## src/rtl/fetch_unit.sv

```systemverilog
// =============================================================================
// Module      : fetch_unit
// Description : Instruction fetch controller feeding IR and the PC register.
//               Optional fetch timeout enabled by macro FETCH_TIMEOUT_EN.
// Revision    : 1.0 - initial release
// =============================================================================
`default_nettype none

module fetch_unit #(
    parameter logic [31:0] PC_STEP = 32'd4,
    parameter int unsigned TIMEOUT = 16
) (
    input  logic        clock,
    input  logic        clear,
    input  logic        start,
    input  logic [31:0] PC,
    input  logic        redirect_req,
    input  logic [31:0] redirect_addr,
    input  logic        mem_ready,
    input  logic [31:0] mem_data,
    output logic        mem_read,
    output logic [31:0] mem_addr,
    output logic [31:0] IR,
    output logic [31:0] next_PC,
    output logic        PC_enable,
    output logic        fetch_done,
    output logic        fetch_error
);

    typedef enum logic [1:0] {
        S_IDLE = 2'd0,
        S_REQ  = 2'd1,
        S_DONE = 2'd2
    } state_t;

    state_t      r_state;
    state_t      w_state_nxt;
    logic        r_mem_read,   w_mem_read_nxt;
    logic [31:0] r_mem_addr,   w_mem_addr_nxt;
    logic [31:0] r_ir,         w_ir_nxt;
    logic [31:0] r_next_pc,    w_next_pc_nxt;
    logic        r_pc_en,      w_pc_en_nxt;
    logic        r_fetch_done, w_fetch_done_nxt;
    logic        r_pend,       w_pend_nxt;
    logic [31:0] r_pend_addr,  w_pend_addr_nxt;

`ifdef FETCH_TIMEOUT_EN
    localparam int CNT_W = (TIMEOUT > 1) ? $clog2(TIMEOUT) : 1;
    logic [CNT_W-1:0] r_cnt, w_cnt_nxt;
    logic             r_fetch_error, w_fetch_error_nxt;
`endif

    always_ff @(posedge clock or posedge clear) begin
        if (clear) begin
            r_state      <= S_IDLE;
            r_mem_read   <= 1'b0;
            r_mem_addr   <= 32'd0;
            r_ir         <= 32'd0;
            r_next_pc    <= 32'd0;
            r_pc_en      <= 1'b0;
            r_fetch_done <= 1'b0;
            r_pend       <= 1'b0;
            r_pend_addr  <= 32'd0;
        end else begin
            r_state      <= w_state_nxt;
            r_mem_read   <= w_mem_read_nxt;
            r_mem_addr   <= w_mem_addr_nxt;
            r_ir         <= w_ir_nxt;
            r_next_pc    <= w_next_pc_nxt;
            r_pc_en      <= w_pc_en_nxt;
            r_fetch_done <= w_fetch_done_nxt;
            r_pend       <= w_pend_nxt;
            r_pend_addr  <= w_pend_addr_nxt;
        end
    end

`ifdef FETCH_TIMEOUT_EN
    always_ff @(posedge clock or posedge clear) begin
        if (clear) begin
            r_cnt         <= '0;
            r_fetch_error <= 1'b0;
        end else begin
            r_cnt         <= w_cnt_nxt;
            r_fetch_error <= w_fetch_error_nxt;
        end
    end
`endif

    always_comb begin
        w_state_nxt      = r_state;
        w_mem_read_nxt   = r_mem_read;
        w_mem_addr_nxt   = r_mem_addr;
        w_ir_nxt         = r_ir;
        w_next_pc_nxt    = r_next_pc;
        w_pc_en_nxt      = 1'b0;
        w_fetch_done_nxt = 1'b0;
        w_pend_nxt       = r_pend;
        w_pend_addr_nxt  = r_pend_addr;
`ifdef FETCH_TIMEOUT_EN
        w_cnt_nxt         = r_cnt;
        w_fetch_error_nxt = r_fetch_error;
`endif
        case (r_state)
            S_IDLE: begin
                // A redirect in IDLE needs no memory access; any concurrent start is dropped.
                if (redirect_req) begin
                    w_next_pc_nxt = redirect_addr;
                    w_pc_en_nxt   = 1'b1;
                    w_state_nxt   = S_DONE;
                end else if (start) begin
                    w_mem_addr_nxt = {PC[31:2], 2'b00};
                    w_mem_read_nxt = 1'b1;
                    w_state_nxt    = S_REQ;
`ifdef FETCH_TIMEOUT_EN
                    w_cnt_nxt         = '0;
                    w_fetch_error_nxt = 1'b0;
`endif
                end
            end
            S_REQ: begin
                if (mem_ready) begin
                    w_ir_nxt         = mem_data;
                    w_mem_read_nxt   = 1'b0;
                    w_pc_en_nxt      = 1'b1;
                    w_fetch_done_nxt = 1'b1;
                    w_state_nxt      = S_DONE;
                    // The freshest redirect wins, including one arriving with the data.
                    if (redirect_req)
                        w_next_pc_nxt = redirect_addr;
                    else if (r_pend)
                        w_next_pc_nxt = r_pend_addr;
                    else
                        w_next_pc_nxt = PC + PC_STEP;
                end else begin
                    if (redirect_req) begin
                        w_pend_nxt      = 1'b1;
                        w_pend_addr_nxt = redirect_addr;
                    end
`ifdef FETCH_TIMEOUT_EN
                    if (r_cnt == CNT_W'(TIMEOUT - 1)) begin
                        w_mem_read_nxt    = 1'b0;
                        w_fetch_error_nxt = 1'b1;
                        w_pend_nxt        = 1'b0;
                        w_state_nxt       = S_IDLE;
                    end else begin
                        w_cnt_nxt = r_cnt + 1'b1;
                    end
`endif
                end
            end
            S_DONE: begin
                w_pend_nxt  = 1'b0;
                w_state_nxt = S_IDLE;
            end
            default: begin
                w_state_nxt = S_IDLE;
            end
        endcase
    end

    assign mem_read   = r_mem_read;
    assign mem_addr   = r_mem_addr;
    assign IR         = r_ir;
    assign next_PC    = r_next_pc;
    assign PC_enable  = r_pc_en;
    assign fetch_done = r_fetch_done;
`ifdef FETCH_TIMEOUT_EN
    assign fetch_error = r_fetch_error;
`else
    assign fetch_error = 1'b0;
`endif

endmodule

`default_nettype wire

```

## config.mk

```make
export PLATFORM = sky130hd
export DESIGN_NAME = fetch_unit
export DESIGN_NICKNAME = d
export VERILOG_FILES = /design/src/rtl/fetch_unit.sv
export SDC_FILE = /design/constraint.sdc
export NUM_CORES = 1
export LEC_CHECK = 0
export CAP_MARGIN = 30
export CORE_UTILIZATION = 46
export CTS_CLUSTER_DIAMETER = 40
export CTS_CLUSTER_SIZE = 10
export DETAILED_ROUTE_END_ITERATION = 12
export PLACE_DENSITY = 0.8
export SLEW_MARGIN = 20
export SYNTH_ARGS = -nofsm -noshare
export SYNTH_HDL_FRONTEND = slang
export SYNTH_SLANG_ARGS = --single-unit
```

## constraint.sdc

```tcl
create_clock -name clock -period 5.65 [get_ports clock]
set_clock_uncertainty 0.15 [all_clocks]
set_input_delay 1.13 -clock clock [delete_from_list [all_inputs] [get_ports clock]]
set_output_delay 1.13 -clock clock [all_outputs]
set_load 0.03 [all_outputs]
```

==> results of run 1 <==
## cells by family after synthesis
logic type | after synthesis
buf+inv | 46
simple gates | 212
xor+xnor | 28
compound gates | 81
mux | 67
flops | 132
fa+ha+maj | 1
other cells | 1
## path summary, 6_finish.rpt
path	startpoint	endpoint	slack, ps	depth (start not counted)
min in group asynchronous	clear	IR[20]	1090	2
worst max register to register	r_state[0]	next_PC[29]	2960	7
worst max-delay path	redirect_req	next_PC[29]	2280	8
worst min register to register	IR[21]	IR[21]	330	2
worst min-delay path	IR[21]	IR[21]	330	2
max in group asynchronous	clear	r_pend_addr[16]	3140	3
## worst max-delay path: cells and delay by family
family	cells	cell delay (ps)
buf+inv	3	1050
simple gates	2	700
compound gates	2	430
mux	1	170
## metal layers
layer	vias up	track usage	share of wire
met1	2455	0.3263	0.41
met4	0	0.1139	0.027
li1	2347	-	-
met5	-	0	0
met3	34	0.08496	0.081
met2	197	0.3929	0.48
## power by group
part / switching (mW) / internal (mW) / total [mW]
Sequential: 0.201 / 1.29 / 1.49
Combinational: 0.866 / 0.702 / 1.57
Clock: 0.401 / 0.713 / 1.11
## through the flow
| step | utilization | hold slack [ps] | total power [mW] |
|---|---|---|---|
| CTS | 0.6860 | 333.5 | 4.186 |
| floorplan | - | 321.4 | 2.351 |
| finish | 0.6913 | 325.7 | 4.171 |
| global route | 0.6913 | 349.1 | 4.368 |
| global placement | 0.6394 | 306.2 | 3.001 |
| detailed placement | 0.6394 | 315.2 | 3.057 |
## cell usage in the layout, fill, tap and decap left out, types with 4 or more instances in the layout
| cell type | instances |
|---|---|
| inv_1 | 10 |
| xor2_1 | 20 |
| xnor2_1 | 8 |
| clkinv_2 | 5 |
| mux2_2 | 60 |
| o221ai_2 | 11 |
| dfrtp_1 | 132 |
| a21oi_1 | 27 |
| nand3_1 | 13 |
| nand2_1 | 133 |
| clkdlybuf4s50_1 | 197 |
| mux2i_1 | 7 |
| and3_1 | 21 |
| clkbuf_16 | 17 |
| nor2_1 | 16 |
| a222oi_1 | 4 |
| buf_4 | 6 |
| o21ai_0 | 19 |
| o21ai_1 | 4 |
| nand4_1 | 9 |
## final cells by class
cell class,instances,area (sq um)
tap,172,215.2
multi-input combinational,392,2586
clock inverter,10,130.1
clock buffer,22,464.2
timing repair buffer,206,2085
inverter,11,46.29
sequential,132,3303
fill,908,3944
## registers in the layout, indices dropped and copies added, names as in the netlist
| signal | flops |
|---|---|
| PC_enable | 1 |
| mem_addr | 30 |
| next_PC | 32 |
| r_pend_addr | 32 |
| r_state | 2 |
| r_pend | 1 |
| fetch_done | 1 |
| mem_read | 1 |
| IR | 32 |
==> metrics.cfg, run 1 <==
[outcome]
outcome=finished clean

[yosys]
ys_types=44
netlist_area_sq_um=6081
synthAdderAreaFrac=0.002058
synthMuxAreaShare=0.1226
yosys_register_bits=132
synth_top_family_by_area=simple AND/OR/NAND/NOR gates
async_flop_share=1.000
synth_most_common_cell=nand2_1
syn_inst=568
synth_xor_area_frac=0.04033
yosys.area.top_type=dfrtp_1
synth_top_area_frac=0.5432
seq_area_frac_synth=0.5432
synth_edf_count=0
yosys_warnings=0
synth_compound_area_frac=0.09486
synth_ff_type=dfrtp_1
synthSimpleGateAreaFrac=0.1611
avgSynthCellArea_sq_um=10.71
yosys-top-cells-count=nand2_1, dfrtp_1, mux2_2
ys_top_cells_by_area=dfrtp_1, mux2_2, nand2_1

[timing]
hold_viol=0
max_slew_margin=0.4749
finalSetupViolCount=0
rsz0062_at_grt=false
worst_slack_ps=2284
min_period_over_period=0.5958
finalMaxSlewViolations=0
fmax_ghz=0.2970
worst_slew_pin_slew_ps=787.7
fin_crit_ps=3366
fin_tns_setup_ps=0

[run]
drv_cap=0

[power]
vdd_drop_max_uv=293.2
p_leak_nw=3.807
power_density_nw_per_um2=472.3

[global_route]
grt_overflow_total=0
grt_max_degree=88
grt_pass1_wl_mm=26.00
antenna_found_initial=0
track_usage=0.2543
grt_pass1_vias=5069

[route]
vias=5033
drc=0
vias_per_cell=5.326
drt.antenna.violating_nets=0
drt-initial-drc-count=342
wire_per_inst_microns=17.55
wirelength_mm=16.59
first_pass_iters=5

[setup_path]
critical-path-max-stage-delay_ps=520
worst-setup-path-type=in2reg
crit_fanout=35
cp-end-kind=flip-flop
cp.arrival_ps=3490
crit_slowest_cell=clkdlybuf4s50_1
crit_path_start_kind=primary input
cp_cell_sequence=clkdlybuf4s50_1, mux2i_1, or2_2, buf_12, inv_1, and3_1, a222oi_1, o21ai_1
worst-endpoint-required_ps=5770

[cts]
cts_buffers=17
clkTransAtPathRegs_ps=60
post-cts-setup-buffer-count=0
cts_root_buf=clkbuf_16
cts_num_sinks=132
cts_tree=built
clock_path_buffers=2
h-tree-depth=4
clock_latency_ps=410
ctsResizeCount=0
cts_hold_buf=0

[layout]
stdcell_count=945
diodes=0
nNetsFinal=862
syn2layout_area_growth_pct=45.21
drive_gt1_frac=0.1539
fin_area_sq_um=8830

[min_path]
min_path_type=reg2reg

[floorplan]
initial_utilization=0.4761
coreArea_sq_um=12770
fp.dieH_microns=117.0
core.rowCount=41
io_pins=201
die_x_microns=117.0
die-area_sq_um=13680

[place]
placed_area_sq_um=8168
pre_cts_slack_ps=1382
place.gp.congestion=0.8284
io_buffers=197
place_inst=910
dp_hpwl_mm=11.65

Power figures use the tool's default switching activity.
==> run 2: changes to the inputs <==
- clock period: 5.65 -> 3.4 ns (I/O delays scaled with it)
==> run 2 against run 1 <==
Against the previous run: critical path depth shrank 1; final area is 0.26% higher; highest routed layer unchanged; largest power group unchanged; die area stayed put; final cell count rose by 0.21%; flip-flop and latch count unchanged; first-iteration DRC count up 2.9%.
==> metrics.cfg, run 2 (synthesized netlist as in run 1, its figures left out) <==
[outcome]
outcome=finished clean

[cts]
h-tree-depth=4  ; unchanged
cts_hold_buf=0  ; unchanged
ctsResizeCount=0  ; unchanged
clkTransAtPathRegs_ps=60  ; about the same
clock_latency_ps=420  ; about the same
cts_tree=built
post-cts-setup-buffer-count=0  ; unchanged
cts_root_buf=clkbuf_16
cts_num_sinks=132  ; unchanged
clock_path_buffers=2  ; unchanged
cts_buffers=17  ; unchanged

[timing]
min_period_over_period=0.8428
fmax_ghz=0.3490
finalSetupViolCount=0  ; unchanged
hold_ws_ps=325.3  ; -0.3760 ps
worst_slew_pin_slew_ps=827.4  ; +39.69 ps
worst_slack_ps=534.4  ; -1749 ps
rsz0062_at_grt=false
fin_crit_ps=2866
max_slew_margin=0.4484  ; -0.02646
hold_viol=0  ; unchanged
finalMaxSlewViolations=0  ; unchanged
fin_tns_setup_ps=0  ; unchanged

[setup_path]
worst-endpoint-required_ps=3510  ; -2260 ps
path_buf_inv=1  ; -2
critPathTopFamily=simple AND/OR/NAND/NOR gates
crit_fanout=9  ; -74%
worst-setup-path-type=in2reg
cp_cell_sequence=clkdlybuf4s50_1, ha_1, nand3_2, nor4_4, nand4_1, xor2_1, o221ai_2
cp-end-kind=flip-flop
cp.arrival_ps=2970  ; -520 ps
crit_slowest_cell=nor4_4
critical-path-max-stage-delay_ps=660  ; +140 ps
crit_path_start_kind=primary input

[route]
wirelength_mm=16.94  ; +2.1%
vias=5128  ; +1.9%
drc=0  ; unchanged
wire_per_inst_microns=17.89  ; +1.9%
drt.antenna.violating_nets=0  ; unchanged
first_pass_iters=6  ; +1
drt-initial-drc-count=352  ; +2.9%
vias_per_cell=5.415  ; +1.7%

[layout]
diodes=0  ; unchanged
layout_common_cells=clkdlybuf4s50_1, nand2_1, dfrtp_1
fillCellCount=942  ; +3.7%
fin_area_sq_um=8852  ; +0.26%
nNetsFinal=865  ; +0.35%
utilization=0.6930  ; +0.001763
drive_gt1_frac=0.1574  ; +0.003474
syn2layout_area_growth_pct=45.58
stdcell_count=947  ; +0.21%
final_common_cell=clkdlybuf4s50_1

[global_route]
track_usage=0.2626  ; +0.008310
grt_overflow_total=0  ; unchanged
antenna_found_initial=0  ; unchanged
grt_pass1_vias=5217  ; +2.9%
grt_max_degree=55  ; -38%
grt_pass1_wl_mm=26.71  ; +2.7%

[floorplan]
core.rowCount=41  ; unchanged
coreArea_sq_um=12770  ; unchanged
die_x_microns=117.0  ; unchanged
fp.dieH_microns=117.0  ; unchanged
die-area_sq_um=13680  ; unchanged
initial_utilization=0.4761  ; unchanged
io_pins=201  ; unchanged

[place]
place_inst=916  ; +0.66%
io_buffers=197  ; unchanged
pre_cts_slack_ps=174.8  ; -1207 ps
place.gp.congestion=0.9002  ; +8.7%
placed_area_sq_um=8237  ; +0.84%
dp_hpwl_mm=11.92  ; +2.3%

[power]
total_power_mw=6.983  ; +67%
power_density_nw_per_um2=788.8  ; +67%
vdd_drop_max_uv=532.6  ; +82%
p_leak_nw=3.822  ; +0.39%

[min_path]
min_path_type=reg2reg

[run]
drv_cap=0  ; unchanged

[run 2: cell count changes in the layout (fill, tap and decap cells not counted)]
cell        previous run  this run
clkinv_2               5         4
bufinv_16              3         4
inv_6                  1         0
clkbuf_1               3         2
buf_4                  6        10
clkinvlp_4             2         3
buf_16                 1         0
[run 2: path summary, 6_finish.rpt]
path | start | endpoint | slack [ps] | cells past startpoint
worst max-delay path | PC[2] | next_PC[22] | 530 | 7
worst max register to register | r_state[0] | next_PC[24] | 980 | 6
worst min register to register | IR[12] | IR[12] | 330 | 2
max in group asynchronous | clear | next_PC[11] | 1820 | 3
worst min-delay path | IR[12] | IR[12] | 330 | 2
min in group asynchronous | clear | IR[3] | 580 | 2
[run 2: cell type report]
| cell class | instances | area, sq um | area share |
|---|---|---|---|
| clock inverters | 10 | 155.1 | 0.01753 |
| clock buffers | 21 | 460.4 | 0.05201 |
| multi-input cells | 392 | 2586 | 0.2922 |
| inverters | 11 | 45.04 | 0.005088 |
| well taps | 172 | 215.2 | 0.02431 |
| repair buffers | 209 | 2087 | 0.2358 |
| flip-flops and latches | 132 | 3303 | 0.3731 |
[run 2: per-layer routing]
metal  routed length (microns)  global-route usage
met3                      1387             0.08342
met1                      6734              0.3207
met4                       469              0.1359
met2                      8348              0.4197
met5                         0                   0
[run 2: report_power, final]
| group | total [mW] | leakage [nW] | internal, mW | switching (mW) |
|---|---|---|---|---|
| Clock | 1.91 | 0.299 | 1.25 | 0.651 |
| Combinational | 2.61 | 1.92 | 1.17 | 1.44 |
| Sequential | 2.47 | 1.61 | 2.14 | 0.329 |
| Total | 6.98 | 3.82 | 4.56 | 2.42 |
[run 2: worst min-delay path, stage by stage, from the launching register on]
cell	delay [ps]
dfrtp_1	340
nand2_1	50
nand2_1	50
